[src/rtl/cnt_prog.sv]
// cnt_prog: parametrised programmable up/down counter.
// Successor of the free-running 3-bit counter: generic width and modulus,
// enable, synchronous clear, clamped parallel load, wrap or saturate at the
// range ends, combinational terminal count and a registered wrap pulse that
// lets several stages be cascaded into a wider timebase.

module cnt_prog #(
  parameter int unsigned WIDTH   = 8,
  parameter int unsigned MAX     = 255,
  parameter int unsigned RST_VAL = 0
) (
  input  logic             clk,
  input  logic             rstn,
  input  logic             en,
  input  logic             clr,
  input  logic             load,
  input  logic [WIDTH-1:0] load_val,
  input  logic             dir,
  input  logic             sat,
  output logic [WIDTH-1:0] cnt,
  output logic             tc,
  output logic             wrap_p,
  output logic             zero
);

  localparam logic [WIDTH-1:0] MAX_C  = WIDTH'(MAX);
  localparam logic [WIDTH-1:0] RST_C  = WIDTH'(RST_VAL);
  localparam logic [WIDTH-1:0] ZERO_C = {WIDTH{1'b0}};
  localparam logic [WIDTH-1:0] ONE_C  = {{(WIDTH-1){1'b0}}, 1'b1};

  logic [WIDTH-1:0] cnt_r;
  logic             wrap_r;
  logic [WIDTH-1:0] cnt_nxt_s;
  logic             wrap_nxt_s;
  logic             at_max_s;
  logic             at_zero_s;
  logic             above_max_s;
  logic [WIDTH-1:0] load_clamp_s;

  // Range compares on the current count and the clamped load value.
  always_comb begin
    at_max_s     = (cnt_r == MAX_C);
    at_zero_s    = (cnt_r == ZERO_C);
    above_max_s  = (cnt_r > MAX_C);
    if (load_val > MAX_C) begin
      load_clamp_s = MAX_C;
    end else begin
      load_clamp_s = load_val;
    end
  end

  // Next-state selection with priority clr > load > en > hold.
  // The +1/-1 paths are only taken strictly inside 0..MAX, so the result
  // never relies on natural WIDTH overflow; range ends are handled explicitly.
  always_comb begin
    cnt_nxt_s  = cnt_r;
    wrap_nxt_s = 1'b0;
    if (clr) begin
      cnt_nxt_s  = ZERO_C;
      wrap_nxt_s = 1'b0;
    end else if (load) begin
      cnt_nxt_s  = load_clamp_s;
      wrap_nxt_s = 1'b0;
    end else if (en) begin
      if (dir) begin
        if (above_max_s) begin
          // Illegal state recovery: restart from the bottom of the range.
          cnt_nxt_s  = ZERO_C;
          wrap_nxt_s = 1'b0;
        end else if (at_max_s) begin
          if (sat) begin
            cnt_nxt_s  = MAX_C;
            wrap_nxt_s = 1'b0;
          end else begin
            cnt_nxt_s  = ZERO_C;
            wrap_nxt_s = 1'b1;
          end
        end else begin
          cnt_nxt_s  = cnt_r + ONE_C;
          wrap_nxt_s = 1'b0;
        end
      end else begin
        if (above_max_s) begin
          // Illegal state recovery: re-enter at the top of the range.
          cnt_nxt_s  = MAX_C;
          wrap_nxt_s = 1'b0;
        end else if (at_zero_s) begin
          if (sat) begin
            cnt_nxt_s  = ZERO_C;
            wrap_nxt_s = 1'b0;
          end else begin
            cnt_nxt_s  = MAX_C;
            wrap_nxt_s = 1'b1;
          end
        end else begin
          cnt_nxt_s  = cnt_r - ONE_C;
          wrap_nxt_s = 1'b0;
        end
      end
    end else begin
      cnt_nxt_s  = cnt_r;
      wrap_nxt_s = 1'b0;
    end
  end

  // Count and wrap-pulse registers; asynchronous reset discards any count.
  always_ff @(posedge clk or negedge rstn) begin
    if (!rstn) begin
      cnt_r  <= RST_C;
      wrap_r <= 1'b0;
    end else begin
      cnt_r  <= cnt_nxt_s;
      wrap_r <= wrap_nxt_s;
    end
  end

  // Terminal count is combinational so it can enable a higher stage on the
  // same edge that wraps this one.
  always_comb begin
    tc     = en & ((dir & at_max_s) | (~dir & at_zero_s));
    zero   = at_zero_s;
    cnt    = cnt_r;
    wrap_p = wrap_r;
  end

endmodule

[config.mk]
export PLATFORM = sky130hd
export DESIGN_NAME = cnt_prog
export DESIGN_NICKNAME = d
export VERILOG_FILES = /design/src/rtl/cnt_prog.sv
export SDC_FILE = /design/constraint.sdc
export NUM_CORES = 1
export LEC_CHECK = 0
export CORE_MARGIN = 2
export CORE_UTILIZATION = 44
export CTS_CLUSTER_DIAMETER = 120
export DETAILED_ROUTE_END_ITERATION = 7
export DONT_BUFFER_PORTS = 1
export HOLD_SLACK_MARGIN = 0.06
export SYNTH_ARGS = -nofsm -noshare
export SYNTH_HDL_FRONTEND = slang
export SYNTH_SLANG_ARGS = --single-unit
[constraint.sdc]
create_clock -name clk -period 5.8 [get_ports clk]
set_clock_uncertainty 0.05 [all_clocks]
set_input_delay 1.16 -clock clk [delete_from_list [all_inputs] [get_ports clk]]
set_output_delay 1.16 -clock clk [all_outputs]
set_load 0.02 [all_outputs]
### After elaboration in Yosys (flattened, before gate mapping)

Cells that the tools add are included.

* add/subtract/negate cells: 2
* $lt $le $gt $ge: 2
* eq/ne operators: 1
* multiplexer cells: 20
* bitwise operators: 5
* reductions and logical operators: 2

Operators by type and width (count)
* $mux W8: 11
* $gt A8 B8 Y1 const B: 2
* $mux W1: 9
* $add A8 B1 Y8 const B: 1
* $eq A8 B8 Y1 const B: 1
* $logic_not A8 Y1: 1
* $sub A8 B1 Y8 const B: 1
* $and A1 B1 Y1: 3
* $reduce_bool A3 Y1: 1
* $not A1 Y1: 1
* $or A1 B1 Y1: 1

* register bits: 9
* word-level logic and storage cells: 34

### Longest topological paths before layout

Gate-level depths: netlist (run 1).

* word-level depth: 7
* gate-level depth with buffers: 6

### Worst setup path after synthesis (run 1)

OpenSTA, ideal clock, no wires.

* path kind: input -> output
* from: in dir
* to: out tc
* data arrival time: 2.166 ns
* data required time: 4.590 ns
* setup slack: 2.424 ns
* stages: 4
* path buffers: 2
* path through: clkbuf_1 > clkbuf_1 > a31oi_1 > nor2b_1

* longest elaborated chain between the ends: 4
* elaborated cells on any way between the ends: 5

Ends and longest elaborated chain
* start, declared: RTL line 18 `input logic dir,`
* $not A1 Y1: RTL line 120 `tc = en & ((dir & at_max_s) | (~dir & at_zero_s));`
* $and A1 B1 Y1: RTL line 120
* $or A1 B1 Y1 *: RTL line 120
* $and A1 B1 Y1 *: RTL line 120
* end, declared: RTL line 21 `output logic tc,`

Every way passes the cells marked *; elsewhere a longest branch is shown, timed or not.

### Worst setup path in the final report (run 1)

* from: reg cnt_r[0], in the netlist cnt[0]
* to: out tc

* longest elaborated chain between the ends: 4
* elaborated cells on any way between the ends: 6

Ends and longest elaborated chain
* start, declared: RTL line 31 `logic [WIDTH-1:0] cnt_r;`
* start signal, assigned: RTL line 112 `cnt_r <= cnt_nxt_s;`
* $eq A8 B8 Y1 or $logic_not A8 Y1 (tied branches): RTL line 42, 43
* $and A1 B1 Y1: RTL line 120
* $or A1 B1 Y1 *: RTL line 120
* $and A1 B1 Y1 *: RTL line 120

Marks and branches as above.

==> flow_summary.toml, run 1 <==
[outcome]
status = "completed"

[sta]
whs_ns = 0.5275
finalHoldViolCount = 0
setup_violations = 0
slew_headroom = 0.4983
fin_ws_ns = 2.210
fmax_mhz = 278.5
maxSlewViolCount = 0
tightest_slew_ns = 0.7468
finalCritPeriodShare = 0.6190
timing.setup.tns_ns = 0
post-route-min-period_ns = 3.590
grt_setup_unrepaired = "false"

[worst_setup_path]
worstSetupPathType = "reg2out"
required_ns = 4.59
critPathMaxFanout = 7
end_kind = "output port"
critPathArrivalTime_ns = 2.38
r2r_start = "cnt[0]"
endpoint = "tc"
start_kind = "register"
setup.worst_path.start = "cnt[0]"
rr_endpoint = "cnt[3]"
r2r_cells = 6
rrSetupSlack_ns = 3.33

[grt]
grt_max_degree = 21
overflow = 0
grt_pass1_vias = 951
antenna_found_initial = 0
grt_first_pass_wirelength_um = 4540
track_usage = 0.2270

[placement]
dp_slack_ns = 2.552
port_buffers = 0
post-dp-hpwl_um = 1955
dp_cells = 140
place_congestion = 0.8714

[drt]
wl_met1_um = 1134
routed_via_density = 7.194
wire_per_inst_um = 19.44
wl_met3_um = 262
routed_wl_um = 2799
initialDrtViolationCount = 31
drc = 0
dr.pass1.iters = 5
routed.top_layer = "met4"
postRouteAntennaNets = 0
vias = 1036
route.met2.wl_um = 1357

[clock_tree]
cts_buffers = 3
clk_pin_slew_ns = 0.07
cts_resized = 0
root_buffer = "clkbuf_4"
clk_latency_ns = 0.27
postCtsSetupRepairBufs = 0
cts_num_sinks = 9
h-tree-depth = 1
holdBufCountCts = 0
cts_tree = "yes"
cts_buffer_depth = 2

[synth]
ys_ff_latch = 9
yosys_warnings = 0
yosysTopAreaCell = "dfrtp_1"
synth_top_area_frac = 0.2171
syn_area_per_cell_sq_um = 8.232
ys_seq_area_frac = 0.2171
async_flop_share = 1.000
syn_area_sq_um = 1037
syn_nets = 144
synth_area_leaders = "dfrtp_1 22%, o32ai_2 7.8%, a21oi_1 5.3%"
synth_edf_count = 0
synthFlopType = "dfrtp_1"
synth.distinct_cells = 45
synth_cells = 126

[floorplanning]
die_x_um = 52.55
initial_utilization = 0.4689
die_h_um = 52.55
pin_count = 26
die_area_sq_um = 2762
row_count = 17
core_sq_um = 2212

[final_layout]
insertedDiodeCount = 0
syn_to_final_growth_pct = -0.6030
num-fill-cells = 219
multi_input_area_sq_um = 729.5
fin_nets = 135
postLayoutCoreUtil = 0.4661
fin_cells = 144
final-seq-area_sq_um = 225.2
drive_gt1_frac = 0.1121

[pwr]
powerDensity_nw_per_um2 = 193.7
p_leak_nw = 0.3491
max-vdd-ir-drop_v = 0.0001205

[min_path]
hold_class = "in2async"

[job]
maxCapViolations = 0
==> Yosys cell counts (all sizes together), types with 4 or more instances <==
cell / count
a21oi: 11
buf: 5
clkbuf: 9
dfrtp: 9
inv: 4
nand2: 5
nand3: 6
nor2: 6
nor2b: 4
nor3: 10
nor3b: 6
o32ai: 5
==> registers in the layout (all words and copies together) (netlist names) <==
signal and cells:
wrap_p 1, cnt 8
==> per-stage QoR <==
stage | power [mW] | area (sq um)
floorplan | 0.1418 | 1037
global placement | 0.1460 | 1005
detailed placement | 0.1465 | 1005
CTS | 0.1981 | 1031
global route | 0.2132 | 1031
finish | 0.1997 | 1031
==> layout make-up <==
cell class	instances	share of cell area
inverter	4	0.01456
sequential	9	0.2184
tap	28	0.03398
multi-input combinational	99	0.7075
clock buffer	4	0.02549
==> worst min-delay path by stage <==
stage	from	end	slack, ns	cells past startpoint
2_1_floorplan	cnt[0]	cnt[0]	0.78	3
3_3_place_gp	rstn	cnt[1]	0.81	0
3_5_place_dp	rstn	cnt[0]	0.81	0
4_1_cts	rstn	cnt[0]	0.53	0
5_1_grt	rstn	cnt[0]	0.51	0
6_report	rstn	wrap_p	0.53	0
==> power breakdown <==
part	switching, mW	total, mW	leakage (nW)	internal (mW)
clock network	0.0263	0.0529	0.0150	0.0266
registers	0.0207	0.0876	0.119	0.0669
logic	0.0319	0.0592	0.215	0.0273
total	0.0789	0.200	0.349	0.121
==> cell families (layout without fill, tap and decap cells) <==
group / after synthesis / in the layout / share of synthesized area
and+or+nand+nor: 55 / 55 / 0.3233
adders and majority gates: 3 / 3 / 0.03619
DFF: 9 / 9 / 0.2171
AOI/OAI and AO/OA: 40 / 40 / 0.3353
xor gates and xnor gates: 1 / 1 / 0.008445
buffers and inverters: 18 / 8 / 0.07961
==> per-layer routing <==
metal | vias to the layer above | global-route usage
li1 | 467 | -
met1 | 496 | 0.2905
met2 | 65 | 0.3583
met3 | 8 | 0.06000
met4 | 0 | 0.09402
met5 | - | 0
==> cells in the final DEF (no fill, tap or decap), types with 2 or more instances in the layout <==
cell type,count
a21oi_1,11
clkbuf_4,3
o32ai_2,5
nor2_1,6
o211ai_1,3
nor2b_1,4
nor3b_1,6
ha_1,3
nand2_1,5
o22ai_1,2
nand4_1,3
nor3_1,10
and3_1,3
a211oi_1,2
o21ai_0,2
nand3_1,6
o21a_1,2
inv_1,4
a31oi_1,2
or3_1,3
dfrtp_1,9
==> worst max-delay path, stage by stage, from the launching register on <==
cell and delay (ns):
dfrtp_1 0.51, inv_1 0.18, ha_1 0.22, or4b_1 0.50
nor3_1 0.25, a31oi_1 0.10, nor2b_1 0.36
No activity file was read; power rests on OpenSTA's default activity.
==> inputs of run 2 (changes only) <==
clock period = 3.61 ns   (was 5.8 ns; I/O delays follow)
==> run 2 against run 1 <==
Effect of this change:
- count of clock-buffer cells in the layout is the same
- sequential share of layout area shrank 0.47 points
- final area grew 2.2%
- die area is the same
- combinational power grew 89%
- via count shrank 4.2%
- critical path depth is the same
- power grew 63%
- wire length shrank 0.21%
- critical path type unchanged
- global-route usage is essentially flat
- flip-flop and latch count is the same
- non-clock buffer count grew 3
==> flow_summary.toml, run 2 (synthesis results as in run 1) <==
[final_layout]
insertedDiodeCount = 0
final_common_cell = "a21oi_1"
fin_nets = 138
final_cell_mix = "11 x a21oi_1, 10 x nor3_1, 9 x dfrtp_1"
largest_reg_flops = 8
stdcell_area_sq_um = 1054
syn_to_final_growth_pct = 1.568
drive_gt1_frac = 0.1345

[sta]
timing.setup.tns_ns = 0
fmax_mhz = 319.5
finalHoldViolCount = 0
fin_ws_ns = 0.4802
setup_violations = 0
finalCritPeriodShare = 0.8670
slew_headroom = 0.4941
grt_setup_unrepaired = "false"
tightest_slew_ns = 0.7531
post-route-min-period_ns = 3.130
whs_ns = 0.08710
maxSlewViolCount = 0

[worst_setup_path]
crit_slowest_cell = "dfrtp_1"
critPathArrivalTime_ns = 2.36
end_kind = "output port"
slowest_delay_ns = 0.50
path_delay_family = "simple AND/OR/NAND/NOR gates"
endpoint = "tc"
required_ns = 2.84
r2r_start = "cnt[0]"
worstSetupPathType = "reg2out"
critPathBufInv = 1
critPathMaxFanout = 7
rr_endpoint = "cnt[3]"
r2r_cells = 6
path_depth = 6
setup.worst_path.start = "cnt[0]"
rrSetupSlack_ns = 1.14
start_kind = "register"
critical_path.cell_chain = "inv_1 -> ha_1 -> or4b_1 -> nor3_1 -> a31oi_1 -> nor2b_1"

[floorplanning]
die_area_sq_um = 2762
die_h_um = 52.55
core_sq_um = 2212
initial_utilization = 0.4689
row_count = 17
pin_count = 26
die_x_um = 52.55

[clock_tree]
cts_tree = "yes"
clk_pin_slew_ns = 0.07
cts_buffer_depth = 2
clk_latency_ns = 0.27
root_buffer = "clkbuf_4"
cts_buffers = 3
cts_num_sinks = 9
holdBufCountCts = 0
cts_resized = 0
h-tree-depth = 1
postCtsSetupRepairBufs = 0

[drt]
wire_per_inst_um = 19.00
postRouteAntennaNets = 0
dr.pass1.iters = 4
initialDrtViolationCount = 41
vias = 992
drc = 0
routed_via_density = 6.748
routed_wl_um = 2793

[placement]
place_congestion = 0.8819
dp_slack_ns = 0.8009
post-dp-hpwl_um = 1990
placed_cell_area_sq_um = 1027
port_buffers = 0

[outcome]
status = "completed"

[min_path]
hold_class = "in2async"

[pwr]
finalPower_uw = 325.0
max-vdd-ir-drop_v = 0.0001639
powerDensity_nw_per_um2 = 308.5
p_leak_nw = 0.3647

[grt]
overflow = 0
antenna_found_initial = 0
grt_pass1_vias = 921
track_usage = 0.2268
grt_max_degree = 21
grt_first_pass_wirelength_um = 4547

[job]
maxCapViolations = 0
[run 2: changes by cell type in the layout (fill, tap and decap cells not counted)]
| cell | previous run | this run |
|---|---|---|
| buf_4 | 0 | 3 |
[run 2: per-stage QoR]
| stage | instances | utilization |
|---|---|---|
| after CTS | 147 | 0.4762 |
| final | 147 | 0.4762 |
| after global placement | 143 | 0.4644 |
| after floorplan | 126 | - |
| after global routing | 147 | 0.4762 |
| after detailed placement | 143 | 0.4644 |
[run 2: worst min path at each step]
| stage | endpoint | start | cells after the start |
|---|---|---|---|
| floorplan | cnt[0] | rstn | 0 |
| global route | cnt[2] | rstn | 0 |
| global placement | cnt[1] | rstn | 0 |
| CTS | cnt[5] | rstn | 0 |
| finish | cnt[0] | rstn | 0 |
| detailed placement | cnt[0] | rstn | 0 |
[run 2: layer usage]
metal	routed length, um	GRT usage
met1	1189	0.3150
met5	0	0
met3	212	0.04571
met4	36	0.08547
met2	1355	0.3438
[run 2: power breakdown]
part	internal, mW	switching (mW)	leakage (nW)
Combinational	0.0472	0.0650	0.231
Sequential	0.108	0.0191	0.119
Clock	0.0428	0.0432	0.0150
Total	0.198	0.127	0.365
[run 2: layout make-up]
type | instances | area (sq um)
tap | 28 | 35.03
sequential | 9 | 225.2
timing repair buffer | 3 | 22.52
multi-input combinational | 99 | 729.5
fill | 232 | 1159
inverter | 4 | 15.01
clock buffer | 4 | 26.28
==> inputs of run 3 (changes only) <==
CTS_BUF_LIST = sky130_fd_sc_hd__clkbuf_4   (was unset)
==> run 3 against run 2 <==
Effect of this change:
- count of clock-buffer cells in the layout unchanged
- non-clock buffer count unchanged
- clock power up 8.8%
- via count up 0.40%
- first-iteration DRC count unchanged
- largest cell class unchanged
- largest power group unchanged
==> flow_summary.toml, run 3 (synthesis results as in run 1) <==
[outcome]
status = "completed"

[clock_tree]
cts_tree = "yes"
clk_pin_slew_ns = 0.07
h-tree-depth = 1
root_buffer = "clkbuf_4"
cts_buffers = 3
cts_num_sinks = 9
postCtsSetupRepairBufs = 0
cts_resized = 0
clk_latency_ns = 0.27
cts_buffer_depth = 2
holdBufCountCts = 0

[final_layout]
multi_input_area_sq_um = 729.5
final-seq-area_sq_um = 225.2
drive_gt1_frac = 0.1429
final_cell_mix = "11 x a21oi_1, 10 x nor3_1, 9 x dfrtp_1"
final_common_cell = "a21oi_1"
stdcell_area_sq_um = 1057
num-fill-cells = 230
syn_to_final_growth_pct = 1.930
fin_nets = 138
insertedDiodeCount = 0
largest_reg_flops = 8

[worst_setup_path]
end_kind = "output port"
start_kind = "register"
required_ns = 2.84
r2r_cells = 6
critPathArrivalTime_ns = 2.36
critPathMaxFanout = 7
worstSetupPathType = "reg2out"
slowest_delay_ns = 0.50
critical_path.cell_chain = "inv_1 -> ha_1 -> or4b_1 -> nor3_1 -> a31oi_1 -> nor2b_1"
crit_slowest_cell = "dfrtp_1"

[sta]
slew_headroom = 0.4815
timing.setup.tns_ns = 0
fmax_mhz = 319.3
post-route-min-period_ns = 3.132
fin_ws_ns = 0.4777
setup_violations = 0
tightest_slew_ns = 0.7718
finalHoldViolCount = 0
maxSlewViolCount = 0
finalCritPeriodShare = 0.8677
grt_setup_unrepaired = "false"

[pwr]
p_leak_nw = 0.3682
finalPower_uw = 332.8
max-vdd-ir-drop_v = 0.0001638
powerDensity_nw_per_um2 = 314.8

[min_path]
hold_class = "in2async"

[placement]
port_buffers = 0
placed_cell_area_sq_um = 1027
post-dp-hpwl_um = 1990
place_congestion = 0.8819
dp_slack_ns = 0.8009

[floorplanning]
die_h_um = 52.55
row_count = 17
core_sq_um = 2212
die_area_sq_um = 2762
pin_count = 26
die_x_um = 52.55
initial_utilization = 0.4689

[grt]
overflow = 0
grt_first_pass_wirelength_um = 4547
track_usage = 0.2268
grt_pass1_vias = 921
grt_max_degree = 21
antenna_found_initial = 0

[drt]
postRouteAntennaNets = 0
drc = 0
initialDrtViolationCount = 41
vias = 996
routed_wl_um = 2805
wire_per_inst_um = 19.08
dr.pass1.iters = 4
routed_via_density = 6.776

[job]
maxCapViolations = 0
run 3: cell count changes in the layout (fill, tap and decap cells not counted):
cell	change
clkbuf_4	+1
clkbuf_1	-1
run 3: routing by layer:
metal  vias up  share of wire  global-route usage
met3         7          0.076             0.04571
met5         -              0                   0
met1       471           0.42              0.3150
met4         0          0.020             0.08547
met2        41           0.48              0.3438
li1        477              -                   -
run 3: layout make-up:
cell class | instances | area share
tap | 28 | 0.03314
timing repair buffer | 3 | 0.02130
multi-input combinational | 99 | 0.6899
clock buffer | 4 | 0.02840
sequential | 9 | 0.2130
inverter | 4 | 0.01420
run 3: report_power, final:
group          total, mW  switching, mW  leakage, nW  internal [mW]
Clock             0.0937         0.0433       0.0184         0.0504
Combinational      0.112         0.0651        0.231         0.0472
Sequential         0.127         0.0191        0.119          0.108
Total              0.333          0.128        0.368          0.205
run 3: worst max-delay path, delay by kind of cell (launching register included):
| kind | cells | cell delay [ns] |
|---|---|---|
| and+or+nand+nor | 3 | 1.10 |
| buffers and inverters | 1 | 0.18 |
| AOI/OAI and AO/OA | 1 | 0.10 |
| DFF | 1 | 0.50 |
| adders and majority gates | 1 | 0.21 |
run 3: stage by stage:
step | hold slack [ns] | utilization | std cells
after floorplan | 0.3764 | - | 126
after global placement | 0.3766 | 0.4644 | 143
after detailed placement | 0.3766 | 0.4644 | 143
after CTS | 0.08542 | 0.4779 | 147
after global routing | 0.07596 | 0.4779 | 147
final | 0.08565 | 0.4779 | 147
run 3: worst paths after layout:
check | start | to | slack (ns)
worst min register to register | cnt[7] | cnt[7] | 0.82
max in group asynchronous | rstn | cnt[2] | 3.35
worst max-delay path | cnt[0] | tc | 0.48
min in group clk | sat | wrap_p | 0.46
worst min-delay path | rstn | wrap_p | 0.09
worst max register to register | cnt[0] | cnt[3] | 1.14
